--- config.mk ---
export PLATFORM = sky130hd
export DESIGN_NAME = full_pipe
export DESIGN_NICKNAME = d
export VERILOG_FILES = /design/src/rtl/full_pipe.sv
export SDC_FILE = /design/constraint.sdc
export NUM_CORES = 1
export LEC_CHECK = 0
export BUFFER_PORTS_ARGS = -buffer_cell sky130_fd_sc_hd__buf_2
export CORE_MARGIN = 3
export CORE_UTILIZATION = 38
export DETAILED_ROUTE_END_ITERATION = 8
export SETUP_SLACK_MARGIN = 0.2
export SYNTH_ARGS = -nofsm -noshare
export SYNTH_HDL_FRONTEND = slang
export SYNTH_SLANG_ARGS = --single-unit
--- constraint.sdc ---
create_clock -name clk -period 1.8 [get_ports clk]
set_input_delay 0.09 -clock clk [delete_from_list [all_inputs] [get_ports clk]]
set_output_delay 0.09 -clock clk [all_outputs]
set_load 0.02 [all_outputs]
--- src/rtl/full_pipe.sv ---
// Two-entry valid/ready slice: every output starts at a flop, one cycle of latency, full throughput.
// A slave stall parks the single in-flight payload in the skid register S; f_ready_out drops one cycle later.
module full_pipe #(
   parameter int DATA_W = 256
) (
   input  logic              clk,
   input  logic              rst_n,
   input  logic              f_valid_in,
   input  logic [DATA_W-1:0] f_data_in,
   output logic              f_ready_out,
   output logic              b_valid_out,
   output logic [DATA_W-1:0] b_data_out,
   input  logic              b_ready_in,
   input  logic              flush,
   output logic [1:0]        count
);

   typedef enum logic [1:0] {
      EMPTY = 2'd0,
      BUSY  = 2'd1,
      FULL  = 2'd2
   } state_t;

   state_t            r_state;
   state_t            w_state_nxt;
   logic              r_vld;
   logic              r_rdy;
   logic [1:0]        r_count;
   logic [DATA_W-1:0] r_m;
   logic [DATA_W-1:0] r_s;

   logic              w_in;
   logic              w_out;
   logic              w_load_m_in;
   logic              w_load_m_s;
   logic              w_load_s;

   assign w_in  = f_valid_in & r_rdy;
   assign w_out = r_vld & b_ready_in;

   always_comb begin
      w_state_nxt = r_state;
      w_load_m_in = 1'b0;
      w_load_m_s  = 1'b0;
      w_load_s    = 1'b0;
      case (r_state)
         EMPTY: begin
            if (w_in) begin
               w_load_m_in = 1'b1;
               w_state_nxt = BUSY;
            end
         end
         BUSY: begin
            if (w_in && w_out) begin
               w_load_m_in = 1'b1;
            end else if (w_in) begin
               w_load_s    = 1'b1;
               w_state_nxt = FULL;
            end else if (w_out) begin
               w_state_nxt = EMPTY;
            end
         end
         FULL: begin
            if (w_out) begin
               w_load_m_s  = 1'b1;
               w_state_nxt = BUSY;
            end
         end
         default: begin
            w_state_nxt = EMPTY;
         end
      endcase
      // Flush wins over everything; payload registers keep their stale contents.
      if (flush) begin
         w_state_nxt = EMPTY;
         w_load_m_in = 1'b0;
         w_load_m_s  = 1'b0;
         w_load_s    = 1'b0;
      end
   end

   always_ff @(posedge clk or negedge rst_n) begin
      if (!rst_n) begin
         r_state <= EMPTY;
         r_vld   <= 1'b0;
         r_rdy   <= 1'b1;
         r_count <= 2'd0;
      end else begin
         r_state <= w_state_nxt;
         r_vld   <= (w_state_nxt != EMPTY);
         r_rdy   <= (w_state_nxt != FULL);
         r_count <= (w_state_nxt == FULL) ? 2'd2 : (w_state_nxt == BUSY) ? 2'd1 : 2'd0;
      end
   end

   always_ff @(posedge clk or negedge rst_n) begin
      if (!rst_n) begin
         r_m <= '0;
         r_s <= '0;
      end else begin
         if (w_load_m_in) begin
            r_m <= f_data_in;
         end else if (w_load_m_s) begin
            r_m <= r_s;
         end
         if (w_load_s) begin
            r_s <= f_data_in;
         end
      end
   end

   assign f_ready_out = r_rdy;
   assign b_valid_out = r_vld;
   assign b_data_out  = r_m;
   assign count       = r_count;

endmodule

==> results.cfg, run 1 <==
[outcome]
status = finished with violations
violations = negative setup slack

[worst_setup_path]
crit_type = reg2reg
max_stage_delay_ps = 500
cp_data_arrival_time_ps = 2310
critPathSlowestCell = dfrtp_4
cp_max_fo = 13
worstPathCellList = a21boi_4, buf_12, nand2_8, buf_12, clkbuf_16, mux2_4
worstSetupStartpointType = flop
crit_buf_inv = 3
path_delay_family = buffers and inverters
end_kind = flop
crit_top_cell = buf_12
required_ps = 2270

[yosys]
synthArstFlopShare_pct = 100.0
post-synth-top-area-cell = dfrtp_1
yosysSeqAreaShare_pct = 53.73
synth_cell_types = 28
synth-edff-count = 0
synth_area_per_cell_sq_um = 11.79
yosys.cell_count.top_type = dfrtp_1
synth_fp_nets = 2307
synthCells = 2046
synth_top_area_share_pct = 53.62
ys.flop_type = dfrtp_1
synth_common_cells = 517 x dfrtp_1, 256 x a31oi_1, 256 x nand3b_1, 256 x nor3_1, 245 x o21ai_0
synth_area_leaders = dfrtp_1 54%, mux2_4 15%, nand3b_1 8.0%, a31oi_1 6.6%, nor3_1 5.3%
synth_seq_cells = 518
synth_warnings = 0
netlist_area_sq_um = 24130

[drt]
drtIter0Drc = 2116
drt_wl_total_mm = 90.37
wl_per_cell_um = 24.19
vias = 21552
drc_errors = 0
routed_via_density = 5.769
drt.antenna.violating_nets = 0
first_pass_iters = 5

[floorplan]
die_width_um = 258.0
ios = 521
initial_core_util_pct = 38.74
std_cell_rows = 91
core_sq_um = 62280
dieArea_sq_um = 66550
die_h_um = 258.0

[run]
drv_cap = 0

[clock_network]
clockBufferDepth = 3
cts_made_buffers = 57
clk_pin_slew_worst_paths_ps = 60
cts-root-buf = clkbuf_16
htreeDepth = 2
cts_tree = yes
clk_latency_ps = 600
cts_sinks = 518

[placement]
port_buffers = 520
pre_cts_slack_ps = -78.48
place_congestion = 0.8441
hpwlAfterDp_mm = 49.64

[power]
p_leak_nw = 15.40
p_total_mw = 46.01
peakVddDrop_mv = 0.6996
power-per-cell-area_nw_per_um2 = 1321

[grt]
grt_pass1_wl_mm = 133.2
track_usage_pct = 25.10
overflow = 0
grt_pass1_vias = 22048
grt_max_degree = 154
antenna_found_initial = 6

[sta]
rsz0062_at_grt = true
finalSetupViolCount = 71
tightestPinTransition_ps = 767.4
max_slew_margin_pct = 48.84
final.setup.tns_ps = -1311
period_share_pct = 102.1
finalClockSkew_ps = 19.68
finalCriticalPeriod_ps = 1837
timing.fmax_mhz = 544.3
finalWorstSetupSlack_ps = -37.21
hold_viol = 0
slew_violations = 0

[finish]
regArea_sq_um = 12970
fillers = 5045
layout-drive-gt1-share_pct = 37.91
nNetsFinal = 3115
syn2layout_area_growth_pct = 44.32
multi_input_area_sq_um = 10410

[worst_hold_path]
hp-class = in2async
## power breakdown
part / switching [mW] / internal, mW
Combinational: 7.57 / 7.85
Sequential: 2.92 / 16.3
Clock: 4.85 / 6.48
## registers in the layout (all words and copies together), names as in the netlist
name,count
b_data_out,256
b_valid_out,1
r_s,256
count,2
r_state,2
f_ready_out,1
## cell usage in the layout (no fill, tap or decap), types with 2 or more instances in the layout
master / n
buf_2: 519
dfrtp_1: 515
dlygate4sd3_1: 260
nand3b_1: 256
a31oi_1: 254
mux2_4: 240
o21ai_0: 239
nor3_1: 227
clkbuf_16: 74
buf_4: 62
buf_12: 55
buf_16: 29
nor3_2: 18
o21ai_1: 17
mux2_2: 16
clkbuf_1: 16
clkbuf_8: 13
bufbuf_16: 12
nor3_4: 11
buf_6: 10
clkinv_2: 8
buf_8: 8
nand2_8: 7
diode_2: 5
nand2_1: 3
o32ai_1: 2
and2_1: 2
a31oi_2: 2
clkinvlp_4: 2
## final cells by class
| type | count | share of cell area, % |
|---|---|---|
| antenna | 5 | 0.03593 |
| sequential | 518 | 37.25 |
| clock buffer | 86 | 4.783 |
| tap | 837 | 3.008 |
| multi-input combinational | 1305 | 29.90 |
| clock inverter | 13 | 0.2947 |
| timing repair buffer | 972 | 24.74 |
## worst register-to-register path: stages, from the launching register on
cell and delay (ps):
dfrtp_4 500, a21boi_4 160, buf_12 160, nand2_8 110, buf_12 190, clkbuf_16 260, mux2_4 310
## final timing paths
check                                     start                   end  slack (ps)  depth (start not counted)
hold / removal                            rst_n  r_s[112]$_DFFE_PN0P_         120                          2
setup / recovery           r_state[0]$_DFF_PN0_  r_s[174]$_DFFE_PN0P_         -40                          6
max in group asynchronous                 rst_n   r_s[32]$_DFFE_PN0P_         880                          3
min in group clk                   f_data_in[4]    r_s[4]$_DFFE_PN0P_         270                          3
hold reg to reg              r_s[7]$_DFFE_PN0P_    r_s[7]$_DFFE_PN0P_         510                          1
setup reg to reg           r_state[0]$_DFF_PN0_  r_s[174]$_DFFE_PN0P_         -40                          6
## metal layers
metal | up-vias | share of wire (%) | track usage, %
met5 | - | 0.014 | 0
met3 | 196 | 9.2 | 5.727
met4 | 2 | 3.3 | 9.161
li1 | 9258 | - | -
met2 | 1260 | 47 | 40.06
met1 | 10836 | 41 | 33.51
## per-stage QoR
step | hold WS (ps) | instance area (sq um) | util, % | std cells
floorplan | -205.6 | 24140 | - | 2046
global placement | 156.3 | 28080 | 45.09 | 3291
detailed placement | 158.8 | 28080 | 45.09 | 3291
CTS | 107.6 | 34010 | 54.60 | 3706
global route | 152.2 | 34820 | 55.90 | 3735
finish | 119.5 | 34820 | 55.91 | 3736
## logic make-up after synthesis
logic type | share of synthesized area (%)
flip-flops | 53.73
multiplexers | 15.68
XOR/XNOR | 0.03631
AO/OA/AOI/OAI | 12.20
AND/OR/NAND/NOR | 13.62
buffers and inverters | 4.730
## timing repair
action / 4_1_cts / 5_1_grt
gates cloned: 31 / 23
resized for setup: 84 / 70
setup endpoints to repair: 511 / 514
endpoints found under the hold margin: 618 / 0
hold buffers: 260 / 0
setup buffers: 25 / 2
pin swaps: 3 / 4
(Power assumes the default switching activity.)
==> run 2, diff against run 1 <==
--- a/config.mk
+++ b/config.mk
@@ -8,2 +8,3 @@
 export BUFFER_PORTS_ARGS = -buffer_cell sky130_fd_sc_hd__buf_2
+export CAP_MARGIN = 20
 export CORE_MARGIN = 3
==> constraint.sdc (replaced) <==
create_clock -name clk -period 1.8 [get_ports clk]
set_input_delay 0.36 -clock clk [delete_from_list [all_inputs] [get_ports clk]]
set_output_delay 0.36 -clock clk [all_outputs]
set_load 0.02 [all_outputs]
==> run 2 against run 1 <==
The flow now finishes without violations; worst setup slack better by 75 ps; via count is 3.1% lower; total power is 0.28% lower; core utilization is 2.0 points lower; sequential share of layout area is 1.4 points higher; critical path depth is 1 lower; non-clock buffer count is 51 lower; global-route usage is 2.0 points lower; die area stayed put; first-iteration DRC count is 0.33% lower; cell count is 1.3% lower; largest power group unchanged.
==> results.cfg, run 2 (synthesized netlist as in run 1, its figures left out) <==
[outcome]
status = completed

[worst_setup_path]
worstPathCellList = and4bb_4, nand2_8, buf_12, buf_12, mux2_4
crit_buf_inv = 2
crit_type = reg2reg
max_stage_delay_ps = 540
cp_max_fo = 19
critPathSlowestCell = dfstp_2
required_ps = 2270
end_kind = flop
path_delay_family = flip-flops
worstSetupStartpointType = flop
crit_top_cell = buf_12
cp_data_arrival_time_ps = 2240

[placement]
pre_cts_slack_ps = -11.32
dp.cells = 3314
port_buffers = 520
placed_area_sq_um = 28470
place_congestion = 0.8446
hpwlAfterDp_mm = 50.40

[drt]
dr_wl_met2_mm = 38.28
vias = 20884
first_pass_iters = 5
highest_layer = met5
wl_met1_mm = 34.57
routed_via_density = 5.666
drt.antenna.violating_nets = 0
wl_per_cell_um = 22.18
drt_wl_total_mm = 81.76
drc_errors = 0
wl_met3_mm = 6.550
drtIter0Drc = 2109

[finish]
regArea_sq_um = 12970
final_cell_mix = 517 x buf_2, 515 x dfrtp_1, 256 x nand3b_1, 250 x nor3_1, 249 x a31oi_1
multi_input_area_sq_um = 10170
nNetsFinal = 3059
fillers = 5246
final_util_pct = 53.95
syn2layout_area_growth_pct = 39.26
stdcell_area_sq_um = 33600
final_common_cell = buf_2
layout.cells.non_filler = 3686
layout-drive-gt1-share_pct = 37.92

[clock_network]
clk_pin_slew_worst_paths_ps = 60
cts_sinks = 518
htreeDepth = 2
clockBufferDepth = 3
cts-root-buf = clkbuf_16
clk_latency_ps = 600
cts_tree = yes
cts_made_buffers = 57

[grt]
overflow = 0
track_usage_pct = 23.12
grt_pass1_wl_mm = 125.1
grt_max_degree = 122
grt_pass1_vias = 21306
antenna_found_initial = 8

[sta]
slew_violations = 0
finalClockSkew_ps = 16.42
final.setup.tns_ps = 0
tightestPinTransition_ps = 462.0
finalSetupViolCount = 0
max_slew_margin_pct = 69.20
hold_viol = 0
rsz0062_at_grt = true
finalCriticalPeriod_ps = 1762
period_share_pct = 97.91
finalWorstSetupSlack_ps = 37.59
timing.fmax_mhz = 567.4

[power]
clkPwrFrac_pct = 26.0
peakVddDrop_mv = 0.8538
p_leak_nw = 14.82
internal-power_mw = 30.80
power-per-cell-area_nw_per_um2 = 1365
p_comb_share_pct = 32.2
seqPwrFrac_pct = 41.9
switching_share_pct = 32.87
switchingPower_mw = 15.08

[floorplan]
die_h_um = 258.0
initial_core_util_pct = 38.74
std_cell_rows = 91
core_sq_um = 62280
die_width_um = 258.0
dieArea_sq_um = 66550
ios = 521

[worst_hold_path]
hp-class = in2reg

[run]
drv_cap = 0
run 2: path summary, 6_finish.rpt:
path                                             from               endpoint  slack (ps)  cells past startpoint
min in group asynchronous                       rst_n   r_s[168]$_DFFE_PN0P_         220                      2
worst min-delay path                     f_data_in[0]     r_s[0]$_DFFE_PN0P_          30                      2
worst min register to register     r_s[0]$_DFFE_PN0P_     r_s[0]$_DFFE_PN0P_         510                      1
worst max-delay path            f_ready_out$_DFF_PN1_   r_s[116]$_DFFE_PN0P_          40                      5
worst max register to register  f_ready_out$_DFF_PN1_   r_s[116]$_DFFE_PN0P_          40                      5
max in group asynchronous                       rst_n  f_ready_out$_DFF_PN1_         760                      4
run 2: metal layers:
metal | track usage, % | vias up
li1 | - | 9118
met4 | 7.047 | 4
met3 | 4.952 | 169
met1 | 32.00 | 10548
met2 | 36.51 | 1045
met5 | 0 | -
run 2: worst reg2reg max path, delay by kind of cell, from the launching register on:
family                 cells  cell delay, ps
multiplexers               1             330
buffers and inverters      2             370
flip-flops                 1             540
AND/OR/NAND/NOR            2             390
run 2: stage by stage:
stage / hold slack (ps) / power [mW]
2_1_floorplan: 64.41 / 27.84
3_3_place_gp: 243.8 / 32.47
3_5_place_dp: 243.1 / 32.95
4_1_cts: 0.3044 / 45.75
5_1_grt: 5.438 / 48.07
6_report: 30.98 / 45.88
run 2: repair_timing:
item	CTS	global route
hold buffers	222	0
pin swaps	1	12
setup buffers	7	13
endpoints found under the setup margin	499	516
resized for setup	29	30
hold endpoints to repair	417	0
cloned	10	10
run 2: power groups by stage:
stage | Clock [mW] | Sequential, mW | Combinational (mW)
after floorplan | 0 | 20.6 | 7.27
after global placement | 0 | 19.0 | 13.4
after detailed placement | 0 | 19.1 | 13.9
after CTS | 12.1 | 19.1 | 14.5
after global routing | 12.7 | 19.7 | 15.7
final | 11.9 | 19.2 | 14.8
run 2: area by class of cell:
class,instances,area share (%)
Antenna cell,6,0.04469
Tap cell,837,3.117
Multi-Input combinational cell,1300,30.28
Timing Repair Buffer,921,22.24
Clock buffer,80,5.135
Clock inverter,24,0.5884
Sequential cell,518,38.60
